## config.mk

```make
export PLATFORM = sky130hd
export DESIGN_NAME = instr_decode
export DESIGN_NICKNAME = d
export VERILOG_FILES = /design/src/rtl/rv_pkg.sv /design/src/rtl/imm_gen.sv /design/src/rtl/instr_decode.sv
export SDC_FILE = /design/constraint.sdc
export NUM_CORES = 1
export LEC_CHECK = 0
export BUFFER_PORTS_ARGS = -buffer_cell sky130_fd_sc_hd__buf_2
export CORE_MARGIN = 1
export CORE_UTILIZATION = 40
export DETAILED_ROUTE_END_ITERATION = 10
export HOLD_SLACK_MARGIN = 0.15
export PLACE_DENSITY = 0.64
export SETUP_SLACK_MARGIN = 0.3
export SYNTH_ARGS = -nofsm -noshare
export SYNTH_HDL_FRONTEND = slang
export SYNTH_SLANG_ARGS = --single-unit
```

## constraint.sdc

```tcl
create_clock -name clk -period 10.19 [get_ports clk]
set_clock_uncertainty 0.1 [all_clocks]
set_input_delay 0.5095 -clock clk [delete_from_list [all_inputs] [get_ports clk]]
set_output_delay 0.5095 -clock clk [all_outputs]
set_load 0.05 [all_outputs]
```

## src/rtl/rv_pkg.sv

```systemverilog
// Shared decode types for the instruction decode stage: opclass and FSM state
// enums, RV32I major opcodes, and per-class register-usage helpers.
package rv_pkg;

    typedef enum logic [3:0] {
        OC_OP      = 4'h0,
        OC_OP_IMM  = 4'h1,
        OC_LOAD    = 4'h2,
        OC_STORE   = 4'h3,
        OC_BRANCH  = 4'h4,
        OC_JAL     = 4'h5,
        OC_JALR    = 4'h6,
        OC_LUI     = 4'h7,
        OC_AUIPC   = 4'h8,
        OC_SYSTEM  = 4'h9,
        OC_ILLEGAL = 4'hF
    } opclass_e;

    typedef enum logic [1:0] {
        ST_IDLE  = 2'd0,
        ST_READ  = 2'd1,
        ST_VALID = 2'd2
    } state_e;

    localparam logic [6:0] OPC_OP     = 7'b0110011;
    localparam logic [6:0] OPC_OP_IMM = 7'b0010011;
    localparam logic [6:0] OPC_LOAD   = 7'b0000011;
    localparam logic [6:0] OPC_STORE  = 7'b0100011;
    localparam logic [6:0] OPC_BRANCH = 7'b1100011;
    localparam logic [6:0] OPC_JAL    = 7'b1101111;
    localparam logic [6:0] OPC_JALR   = 7'b1100111;
    localparam logic [6:0] OPC_LUI    = 7'b0110111;
    localparam logic [6:0] OPC_AUIPC  = 7'b0010111;
    localparam logic [6:0] OPC_SYSTEM = 7'b1110011;

    function automatic opclass_e decode_opclass(input logic [6:0] opcode);
        opclass_e oc;
        case (opcode)
            OPC_OP:     oc = OC_OP;
            OPC_OP_IMM: oc = OC_OP_IMM;
            OPC_LOAD:   oc = OC_LOAD;
            OPC_STORE:  oc = OC_STORE;
            OPC_BRANCH: oc = OC_BRANCH;
            OPC_JAL:    oc = OC_JAL;
            OPC_JALR:   oc = OC_JALR;
            OPC_LUI:    oc = OC_LUI;
            OPC_AUIPC:  oc = OC_AUIPC;
            OPC_SYSTEM: oc = OC_SYSTEM;
            default:    oc = OC_ILLEGAL;
        endcase
        return oc;
    endfunction

    function automatic logic uses_rs1(input opclass_e oc);
        return (oc == OC_OP) || (oc == OC_OP_IMM) || (oc == OC_LOAD) ||
               (oc == OC_STORE) || (oc == OC_BRANCH) || (oc == OC_JALR);
    endfunction

    function automatic logic uses_rs2(input opclass_e oc);
        return (oc == OC_OP) || (oc == OC_STORE) || (oc == OC_BRANCH);
    endfunction

    function automatic logic writes_rd(input opclass_e oc);
        return (oc == OC_OP) || (oc == OC_OP_IMM) || (oc == OC_LOAD) ||
               (oc == OC_JAL) || (oc == OC_JALR) || (oc == OC_LUI) ||
               (oc == OC_AUIPC);
    endfunction

endpackage

```

## src/rtl/imm_gen.sv

```systemverilog
// Combinational immediate generator: picks the RV32I immediate format from the
// already-decoded opclass and sign-extends it to 32 bits.
module imm_gen
    import rv_pkg::*;
(
    input  logic [31:0] instr,
    input  opclass_e    opclass,
    output logic [31:0] imm
);

    logic [31:0] imm_i;
    logic [31:0] imm_s;
    logic [31:0] imm_b;
    logic [31:0] imm_u;
    logic [31:0] imm_j;

    assign imm_i = {{20{instr[31]}}, instr[31:20]};
    assign imm_s = {{20{instr[31]}}, instr[31:25], instr[11:7]};
    assign imm_b = {{19{instr[31]}}, instr[31], instr[7], instr[30:25], instr[11:8], 1'b0};
    assign imm_u = {instr[31:12], 12'h000};
    assign imm_j = {{11{instr[31]}}, instr[31], instr[19:12], instr[20], instr[30:21], 1'b0};

    // SYSTEM carries no operand immediate here, so it shares the zero path with OP.
    always_comb begin
        imm = 32'h0;
        case (opclass)
            OC_OP_IMM, OC_LOAD, OC_JALR: imm = imm_i;
            OC_STORE:                    imm = imm_s;
            OC_BRANCH:                   imm = imm_b;
            OC_JAL:                      imm = imm_j;
            OC_LUI, OC_AUIPC:            imm = imm_u;
            default:                     imm = 32'h0;
        endcase
    end

endmodule

```

## src/rtl/instr_decode.sv

```systemverilog
// Decode stage: latches a fetched word, reads the register file, stalls on
// scoreboard hazards, and presents registered operands to execute.
module instr_decode
    import rv_pkg::*;
(
    input  logic        clk,
    input  logic        rst,
    input  logic        instr_valid,
    input  logic [31:0] instr,
    input  logic [31:0] instr_pc,
    output logic        instr_ready,
    output logic [4:0]  rs1,
    output logic [4:0]  rs2,
    input  logic [31:0] rs1_data,
    input  logic [31:0] rs2_data,
    output logic        dec_valid,
    input  logic        dec_ready,
    output logic [31:0] op_a,
    output logic [31:0] op_b,
    output logic [31:0] imm,
    output logic [31:0] pc_out,
    output logic [4:0]  rd_out,
    output logic [2:0]  funct3,
    output logic        funct7b5,
    output logic [3:0]  opclass,
    output logic        illegal,
    input  logic        wb_valid,
    input  logic [4:0]  wb_rd,
    input  logic        flush
);

    state_e      state_q, state_d;
    logic [31:0] instr_q;
    logic [31:0] pc_q;
    logic [31:0] pend_q, pend_d;

    logic [31:0] op_a_q, op_b_q, imm_q, pc_out_q;
    logic [4:0]  rd_q;
    logic [2:0]  f3_q;
    logic        f7b5_q;
    opclass_e    oc_q;
    logic        ill_q;

    opclass_e    cls;
    logic [31:0] imm_c;
    logic        hazard;
    logic        accept;
    logic        capture;
    logic        retire;

    assign cls = decode_opclass(instr_q[6:0]);
    assign rs1 = instr_q[19:15];
    assign rs2 = instr_q[24:20];

    imm_gen u_imm_gen (
        .instr   (instr_q),
        .opclass (cls),
        .imm     (imm_c)
    );

    // pend_q[0] is held at zero, so x0 can never raise a hazard.
    assign hazard = (uses_rs1(cls) && pend_q[rs1]) ||
                    (uses_rs2(cls) && pend_q[rs2]);

    always_ff @(posedge clk or posedge rst) begin
        if (rst) begin
            state_q <= ST_IDLE;
        end else begin
            state_q <= state_d;
        end
    end

    always_comb begin
        state_d = state_q;
        if (flush) begin
            state_d = ST_IDLE;
        end else begin
            case (state_q)
                ST_IDLE:  if (instr_valid) state_d = ST_READ;
                ST_READ:  if (!hazard)     state_d = ST_VALID;
                ST_VALID: if (dec_ready)   state_d = ST_IDLE;
                default:                   state_d = ST_IDLE;
            endcase
        end
    end

    always_comb begin
        instr_ready = 1'b0;
        dec_valid   = 1'b0;
        accept      = 1'b0;
        capture     = 1'b0;
        retire      = 1'b0;
        case (state_q)
            ST_IDLE: begin
                instr_ready = 1'b1;
                accept      = instr_valid && !flush;
            end
            ST_READ: begin
                capture = !hazard && !flush;
            end
            ST_VALID: begin
                dec_valid = 1'b1;
                retire    = dec_ready && !flush;
            end
            default: ;
        endcase
    end

    always_ff @(posedge clk or posedge rst) begin
        if (rst) begin
            instr_q <= 32'h0;
            pc_q    <= 32'h0;
        end else if (accept) begin
            instr_q <= instr;
            pc_q    <= instr_pc;
        end
    end

    always_ff @(posedge clk or posedge rst) begin
        if (rst) begin
            op_a_q   <= 32'h0;
            op_b_q   <= 32'h0;
            imm_q    <= 32'h0;
            pc_out_q <= 32'h0;
            rd_q     <= 5'd0;
            f3_q     <= 3'd0;
            f7b5_q   <= 1'b0;
            oc_q     <= OC_ILLEGAL;
            ill_q    <= 1'b0;
        end else if (capture) begin
            op_a_q   <= rs1_data;
            op_b_q   <= rs2_data;
            imm_q    <= imm_c;
            pc_out_q <= pc_q;
            rd_q     <= (cls == OC_ILLEGAL) ? 5'd0 : instr_q[11:7];
            f3_q     <= instr_q[14:12];
            f7b5_q   <= instr_q[30];
            oc_q     <= cls;
            ill_q    <= (cls == OC_ILLEGAL);
        end
    end

    // Writeback clears first so a same-edge retire to the same register wins.
    always_comb begin
        pend_d = pend_q;
        if (wb_valid) begin
            pend_d[wb_rd] = 1'b0;
        end
        if (retire && writes_rd(oc_q) && (rd_q != 5'd0)) begin
            pend_d[rd_q] = 1'b1;
        end
        pend_d[0] = 1'b0;
    end

    always_ff @(posedge clk or posedge rst) begin
        if (rst) begin
            pend_q <= 32'h0;
        end else begin
            pend_q <= pend_d;
        end
    end

    assign op_a     = op_a_q;
    assign op_b     = op_b_q;
    assign imm      = imm_q;
    assign pc_out   = pc_out_q;
    assign rd_out   = rd_q;
    assign funct3   = f3_q;
    assign funct7b5 = f7b5_q;
    assign opclass  = oc_q;
    assign illegal  = ill_q;

endmodule

```

# Yosys cells after proc, flatten, opt, wreduce, memory -nomap -nowiden
# Cells that the tools add are included.
dict set report classes {
  n_shift 0
  bitwise 3
  magnitude_cmp 6
  mux 23
  div_mod_pow 0
  n_eq_ne 30
  addsub 0
  n_reduce_logical 32
  mul 0
}
# op count
set ops {}
lappend ops {{32-bit one-hot mux with 5 select lines} 1}
lappend ops {{32-bit 2-to-1 mux} 2}
lappend ops {{4-bit one-hot mux with 10 select lines} 1}
lappend ops {{32-bit AND} 1}
lappend ops {{32-bit inverter} 1}
lappend ops {{32-bit bitwise OR} 1}
lappend ops {{4-bit by 3-bit equality test with 1-bit output, second input constant} 7}
lappend ops {{7-bit equality test, second input constant} 4}
lappend ops {{5-bit by 6-bit less-than comparator with 1-bit output, second input constant} 4}
lappend ops {{7-bit by 6-bit equality test with 1-bit output, second input constant} 3}
lappend ops {{7-bit by 5-bit equality test with 1-bit output, second input constant} 2}
lappend ops {{1-bit logical OR} 14}
lappend ops {{4-bit by 2-bit equality test with 1-bit output, second input constant} 3}
lappend ops {{4-bit equality test, second input constant} 3}
lappend ops {{1-bit binary-select mux with 5-bit select} 2}
lappend ops {{1-bit demux with 5-bit select} 2}
lappend ops {{5-bit by 1-bit greater-or-equal comparator with 1-bit output, second input constant} 2}
lappend ops {{1-bit logical AND} 9}
lappend ops {{1-bit 2-to-1 mux} 9}
lappend ops {{3-bit inequality test, second input constant} 3}
lappend ops {{4-bit by 1-bit equality test with 1-bit output, second input constant} 2}
lappend ops {{4-bit zero test} 2}
lappend ops {{2-bit 2-to-1 mux} 4}
lappend ops {{7-bit by 2-bit equality test with 1-bit output, second input constant} 1}
lappend ops {{other kinds (10)} 11}
dict set report word_totals {
  in_bits 139
  wordCells 107
  latchBits 0
  regBits 239
  ram_bits 0
  mem_count 0
  output_inout_bits 154
  romBits 0
}

# Longest topological paths before layout
# Gate-level depths: netlist of the first run.
dict set report depth {
  word_depth 13
  ltp_mapped 12
  ltp_nobuf 6
}

# Hierarchy
# From an unflattened synthesis of the first run, not the netlist that was laid out.
dict set report unflattened {
  cells_unflattened 767
  area_unflattened_um2 10647.7
}
# mod area_each_um2 n_inst seq_area_each_um2 cells_per_inst
set by_module_without_submodules {}
lappend by_module_without_submodules {instr_decode 10134.7 1 5985.7 696}
lappend by_module_without_submodules {imm_gen 513.0 1 0.0 71}

# Worst setup path before layout of the first run
# No wires, ideal clock.
dict set report synth_timing {
  path_kind {reg2reg}
  from {register instr_q[20]}
  to {register f3_q[0], in the netlist funct3[0]}
  arrival_time_ps 2435
  path_stages_with_launch 11
  period_less_slack_ps 2660
  setup_slack_ps 7530
  setup_time_ps 125
  required_time_ps 9965
  n_path_buf 4
  path_cell_list {dfrtp_1 > buf_2 > mux2_1 > a221o_1 > a311o_1 > nand4_2 > o221a_1 > buf_6 > buf_12 > buf_8 > mux2_4}
}
dict set report synth_between {
  elab_chain_cells 7
}
# item line_no
set synth_lines {}
lappend synth_lines {{start, declared} instr_decode.sv:33} ;# logic [31:0] instr_q;
lappend synth_lines {{start signal, assigned} instr_decode.sv:114} ;# instr_q <= instr;
lappend synth_lines {{1-bit binary-select mux with 5-bit select} instr_decode.sv:63} ;# (uses_rs2(cls) && pend_q[rs2]);
lappend synth_lines {{1-bit 2-to-1 mux (implied by the code)} instr_decode.sv:63}
lappend synth_lines {{1-bit logical AND} instr_decode.sv:63}
lappend synth_lines {{1-bit logical OR} instr_decode.sv:62} ;# assign hazard = (uses_rs1(cls) && pend_q[rs1]) ||
lappend synth_lines {{1-bit zero test} instr_decode.sv:99} ;# capture = !hazard && !flush;
lappend synth_lines {{1-bit logical AND} instr_decode.sv:99}
lappend synth_lines {{1-bit 2-to-1 mux} instr_decode.sv:93} ;# case (state_q)
lappend synth_lines {{end signal, assigned} instr_decode.sv:136} ;# f3_q <= instr_q[14:12];
lappend synth_lines {{end, declared} instr_decode.sv:39} ;# logic [2:0] f3_q;
# No other way between the ends. The select of a mux whose other input is x is not followed.
# A chain may end at the register's enable or synchronous reset.

# Worst setup path in the final report of the first run
dict set report layout_timing {
  from {register instr_q[15]}
  to {register op_a_q[30], in the netlist op_a[30]}
}
dict set report layout_between {
  elab_chain_cells 7
}
# item line_no
set layout_lines {}
lappend layout_lines {{1-bit binary-select mux with 5-bit select} instr_decode.sv:62}
lappend layout_lines {{1-bit 2-to-1 mux (implied by the code)} instr_decode.sv:62}
lappend layout_lines {{1-bit logical AND} instr_decode.sv:62}
lappend layout_lines {{1-bit logical OR} instr_decode.sv:62}
lappend layout_lines {{1-bit zero test} instr_decode.sv:99}
lappend layout_lines {{1-bit logical AND} instr_decode.sv:99}
lappend layout_lines {{1-bit 2-to-1 mux} instr_decode.sv:93}
lappend layout_lines {{end signal, assigned} instr_decode.sv:131} ;# op_a_q <= rs1_data;
lappend layout_lines {{end, declared} instr_decode.sv:37} ;# logic [31:0] op_a_q, op_b_q, imm_q, pc_out_q;
# No other way between the ends. The select of a mux whose other input is x is not followed.

==> results.md, run 1 <==
- Status: complete, no violations
- Finished Cell Area: 14370 sq um
- Num CTS Buffers: 27
- Final-report setup violation count: 0
- Sequential area share after synthesis: 56.42%
- Yosys top cell area share: 55.43%
- Synth cell count leaders: dfrtp_1, mux2_2, o21ai_0
- Setup CP Type: register to register
- Worst VDD drop: 0.0002132 V
- Placed insts: 1374
- Routability cong.: 0.8418
- Largest net degree at the start of global routing: 101
- Io pins: 293
- Syn Area/Cell: 13.38 sq um
- EDFF count, synth: 0
- CP Max Fanout: 50
- Crit share post-route: 42.02%
- Worst r2r path cells: 6
- Seq cells post-synth: 239
- Vias in the first global route: 7951
- CTS Root Cell: clkbuf_16
- Grt ovf: 0
- P per Cell Area: 259.1 nW/um^2
- Synthesized area: 10610 sq um
- Most frequent cell after synthesis: dfrtp_1
- Synth Warn #: 0
- Final core occ: 55.13%
- Peak Freq: 0.2335 GHz
- Hold WS: 0.2176 ns
- Reg clk slew, reported paths: 0.06 ns
- Initial drt markers: 496
- Largest cells by area after synthesis: dfrtp_1, mux2_2, mux2_4, o21ai_0, mux2i_1
- Detail Route met2 WL: 13160 microns
- Clk_lat worst skew: 0.52 ns
- ANT cells: 0
- CTS Sinks: 239
- Std cell rows: 59
- Via/cell ratio: 5.079
- Slew headroom: 29.04%
- R2r setup slk: 5.91 ns
- Core ar.: 26060 sq um
- Worst hold path stage count: 3
- Unique masters post-synth: 55
- Die span in y: 164.9 microns
- Critical Path AT: 4.58 ns
- Post-DP Area: 12160 sq um
- Post-CTS setup buffer count: 0
- DRT antenna net count: 0
- Highest routed metal layer: met4
- RSZ-0062 raised after global routing: false
- Die width: 164.9 microns
- Async set or reset register ratio after synthesis: 100.0%
- Worst Tran Pin Value: 1.064 ns
- Worst Setup SP: instr_q[15]$_DFFE_PP0P_
- Share of layout cells above drive strength 1: 44.82%
- HP Class: primary input to register
- Die area: 27180 sq um
- M1 wire length: 12130 microns
- Synth area leader: dfrtp_1
- HPWL Detailed: 18120 microns
- CTS Hold Bufs: 129
- Critical path capture point type: register
- Post-CTS resize count: 0
- Power, Total: 3.721 mW
- Max Transition Viols Final: 0
- Hold Fails Final Rpt: 0
- Worst r2r dst: op_a[30]$_DFFE_PP0P_
- Tmin final: 4.282 ns
- Final setup margin: 5.908 ns
- Initial Utilization: 40.71%
- Synthesis-to-layout area growth: 35.40%
- CTS tree: built
- Synth Flop Type: dfrtp_1
- Initial antenna violation count: 0
- CTS max path bufs: 3
- CP startpoint kind: register
- Setup_tns: 0 ns
- Number of port buffers: 292
- DR vias: 7877
- Dpl ws: 5.852 ns
- Reg2Reg Launch Point: instr_q[15]$_DFFE_PP0P_
- Mapped Nets: 932
- Required @ worst endpoint: 10.49 ns
- Detailed Routing Iterations Pass 1: 5
- Final WL: 27900 microns
- DRC Markers: 0
- H-Tree Depth: 1
- Synth Instances: 793
- Leak Pwr: 6.608 nW
- Worst Setup EP: op_a[30]$_DFFE_PP0P_
- Final Non-Filler Cells: 1551
- Max-cap viol count: 0
- Final nets: 1336
- Met3 wire len: 1912 microns
- Drt wl/cell: 17.99 microns
- GR Util All Layers: 20.03%
- Global-route wire length before repair: 42840 microns
registers in the layout, summed over array words and instances (netlist names):
| register | flops |
|---|---|
| imm | 32 |
| instr_q | 32 |
| op_a | 32 |
| op_b | 32 |
| pc_out | 32 |
| pc_q | 32 |
| pend_q | 31 |
| rd_out | 5 |
| opclass | 4 |
| funct3 | 3 |
| state_q | 2 |
| funct7b5 | 1 |
| illegal | 1 |
cell families after synthesis:
group | count (synthesis) | synth area share (%)
AO/OA/AOI/OAI | 140 | 8.350
buffers and inverters | 89 | 5.236
flip-flops | 239 | 56.42
multiplexers | 213 | 24.26
AND/OR/NAND/NOR | 112 | 5.732
layout make-up:
class	count	area [sq um]
tap	335	419.2
multi-input combinational	465	4094
clock buffer	37	773.2
clock inverter	11	141.4
fill	2172	11690
sequential	239	5986
inverter	35	138.9
timing repair buffer	429	2813
report_power, final:
group | internal [mW] | switching [mW]
registers | 1.18 | 0.178
logic | 0.437 | 0.937
clock network | 0.605 | 0.381
worst max-delay path, stage by stage (launching register included):
cell,delay [ns]
dfrtp_1,0.80
mux4_2,0.58
o2111a_1,0.26
nor4_2,0.41
o221a_4,0.75
buf_4,0.80
mux2_2,0.42
worst min path at each step:
| stage | start | endpoint | slack, ns |
|---|---|---|---|
| floorplan | pc_q[31]$_DFFE_PP0P_ | pc_q[31]$_DFFE_PP0P_ | 0.37 |
| global placement | pc_q[28]$_DFFE_PP0P_ | pc_out[28]$_DFFE_PP0P_ | 0.38 |
| detailed placement | pc_q[4]$_DFFE_PP0P_ | pc_out[4]$_DFFE_PP0P_ | 0.39 |
| CTS | dec_ready | state_q[1]$_DFFE_PP0P_ | 0.20 |
| global route | dec_ready | state_q[1]$_DFFE_PP0P_ | 0.23 |
| finish | dec_ready | state_q[1]$_DFFE_PP0P_ | 0.22 |
cell usage in the layout (no fill, tap or decap), types with 3 or more instances in the layout:
cell and count:
bufinv_16 3, nor3_1 3, dfrtp_1 235, nand2_1 24, dlygate4sd3_1 129, a21oi_1 27
or3_1 6, a22o_1 4, clkinv_2 4, clkbuf_16 27, and3_1 4, inv_1 34
nand3b_1 7, nor2_1 14, mux2_4 34, mux2_2 135, mux2i_1 34, or3b_2 3
clkbuf_8 6, clkinvlp_4 3, buf_2 292, a22oi_1 3, buf_4 8, clkbuf_1 4
o21ai_0 72, nand2b_1 3, o22ai_2 11, nand3_1 27, dfstp_2 4, mux4_2 8
nor2b_1 11
per-layer routing:
| metal | global-route usage (%) | vias to the layer above |
|---|---|---|
| met2 | 32.18 | 269 |
| li1 | - | 3644 |
| met4 | 6.589 | 0 |
| met3 | 4.646 | 53 |
| met5 | 0 | - |
| met1 | 26.64 | 3911 |
(Power assumes the default switching activity.)
==> inputs of run 2 (changes only) <==
PLACE_DENSITY = 0.66   (was 0.64)
clock period = 3.45 ns   (was 10.19 ns; I/O delays follow)
==> results.md, run 2 (synthesis gave the netlist of run 1 again) <==
- Global-route wire length before repair: 43940 microns (+2.6%)
- Final core occ: 56.14% (+1.0 points)
- RSZ-0062 raised after global routing: true
- GR Util All Layers: 20.62% (+0.59 points)
- DR vias: 8021 (+1.8%)
- Io pins: 293 (unchanged)
- HP Class: primary input to register
- Slew headroom: 37.81% (+8.8 points)
- Share of layout cells above drive strength 1: 44.85% (about the same)
- Fillers: 2105 (-3.1%)
- Worst VDD drop: 0.0006281 V (+190%)
- Max-cap viol count: 0 (unchanged)
- Worst Tran Pin Value: 0.9329 ns (-0.1315 ns)
- Peak Freq: 0.3335 GHz (+43%)
- Final-report setup violation count: 0 (unchanged)
- CTS Sinks: 239 (unchanged)
- CTS max path bufs: 3 (unchanged)
- Tmin final: 2.998 ns (-1.284 ns)
- Largest net degree at the start of global routing: 156 (+54%)
- Routability cong.: 0.8343 (-0.89%)
- Most common cell after layout, fill and taps aside: buf_2
- Number of port buffers: 292 (unchanged)
- Core ar.: 26060 sq um (unchanged)
- FF/Latch Area: 5987 sq um (about the same)
- Critical Path AT: 3.30 ns (-1.28 ns)
- Status: complete, no violations
- DRC Markers: 0 (unchanged)
- Cell family with most CP delay: compound AO/OA/AOI/OAI gates
- Most frequent cells in the layout: buf_2, dfrtp_1, dlygate4sd3_1
- Std cell rows: 59 (unchanged)
- Hold Fails Final Rpt: 0 (unchanged)
- Setup_tns: 0 ns (unchanged)
- Vias in the first global route: 8251 (+3.8%)
- CTS tree: built
- Max Transition Viols Final: 0 (unchanged)
- Top cell by count, worst path: o22ai_2
- Area of the multi-input gates: 4103 sq um (+0.21%)
- CP Max Fanout: 14 (-72%)
- HPWL Detailed: 18720 microns (+3.3%)
- Num CTS Buffers: 27 (unchanged)
- Crit share post-route: 86.90% (+45 points)
- CP startpoint kind: register
- Met3 wire len: 2056 microns (+7.5%)
- ANT cells: 0 (unchanged)
- Clk_lat worst skew: 0.53 ns (about the same)
- Setup CP Type: register to register
- Required @ worst endpoint: 3.75 ns (-6.74 ns)
- Finished Cell Area: 14630 sq um (+1.8%)
- Critical-path cell list: mux2i_1, mux4_2, nand3b_1, nand4_2, o22ai_2, buf_4, o22ai_2
- Detail Route met2 WL: 13690 microns (+4.0%)
- CP max stage cell: o22ai_2
- Synthesis-to-layout area growth: 37.91%
- Critical path capture point type: register
- Post-DP Area: 12370 sq um (+1.7%)
- CTS Root Cell: clkbuf_16
- Final nets: 1366 (+2.2%)
- P per Cell Area: 744.1 nW/um^2 (+190%)
- Power, Total: 10.89 mW (+190%)
- Initial drt markers: 540 (+8.9%)
- Via/cell ratio: 5.086 (+0.15%)
- Sum of buffers and inverters on the critical path: 1 (unchanged)
- Initial antenna violation count: 0 (unchanged)
- Initial Utilization: 40.71% (unchanged)
- Die span in y: 164.9 microns (unchanged)
- H-Tree Depth: 1 (unchanged)
- Final WL: 28610 microns (+2.6%)
- Grt ovf: 0 (unchanged)
- DRT antenna net count: 0 (unchanged)
- Leak Pwr: 6.728 nW (+1.8%)
- Die area: 27180 sq um (unchanged)
- Die width: 164.9 microns (unchanged)
- Highest routed metal layer: met4
- Detailed Routing Iterations Pass 1: 4 (-1)
- Hold WS: 0.3115 ns (+0.09396 ns)
- Drt wl/cell: 18.14 microns (+0.87%)
- Worst path max stage delay: 0.78 ns (-0.02 ns)
- M1 wire length: 12070 microns (-0.54%)
- Reg clk slew, reported paths: 0.06 ns (about the same)
run 2: worst paths after layout:
kind / start / endpoint / slack, ns / cells past startpoint
worst min-delay path: instr_pc[20] / pc_q[20]$_DFFE_PP0P_ / 0.31 / 3
worst max register to register: instr_q[21]$_DFFE_PP0P_ / imm[6]$_DFFE_PP0P_ / 0.45 / 7
worst min register to register: op_b[8]$_DFFE_PP0P_ / op_b[8]$_DFFE_PP0P_ / 0.40 / 1
worst max-delay path: instr_q[21]$_DFFE_PP0P_ / imm[6]$_DFFE_PP0P_ / 0.45 / 7
min in group asynchronous: rst / pc_q[16]$_DFFE_PP0P_ / 0.65 / 4
max in group asynchronous: rst / imm[24]$_DFFE_PP0P_ / 1.45 / 5
run 2: power breakdown:
group | switching [mW] | leakage, nW | total, mW | internal (mW)
sequential | 0.516 | 2.97 | 4.02 | 3.50
combinational | 2.81 | 3.35 | 4.16 | 1.35
clock | 1.11 | 0.406 | 2.71 | 1.60
run 2: final cells by class:
cell class	count	area share, %
Sequential cell	239	40.92
Multi-Input combinational cell	465	28.04
Timing Repair Buffer	459	21.61
Clock buffer	38	5.242
Tap cell	335	2.865
Inverter	35	0.9236
Clock inverter	6	0.3934
run 2: metrics by stage:
stage          setup slack [ns]  std cells
6_report                 0.4518       1577
4_1_cts                  0.3809       1577
5_1_grt                  0.2939       1577
3_3_place_gp             0.3167       1391
3_5_place_dp             0.2640       1391
2_1_floorplan           0.04693        793
run 2: timing repair:
action | CTS | global route
setup endpoints to repair | 44 | 33
resized for setup | 2 | 1
hold buffers | 142 | 0
setup buffers | 0 | 0
hold endpoints to repair | 403 | 0
run 2: tightest hold or removal path: cells and delay by family:
kind | cells | cell delay, ns
buffers and inverters | 2 | 0.61
multiplexers | 1 | 0.12
run 2: metal layers:
metal  GRT usage [%]  up-vias
li1                -     3692
met1           26.89     3990
met2           33.90      281
met3           4.721       58
met4           6.589        0
met5               0        -
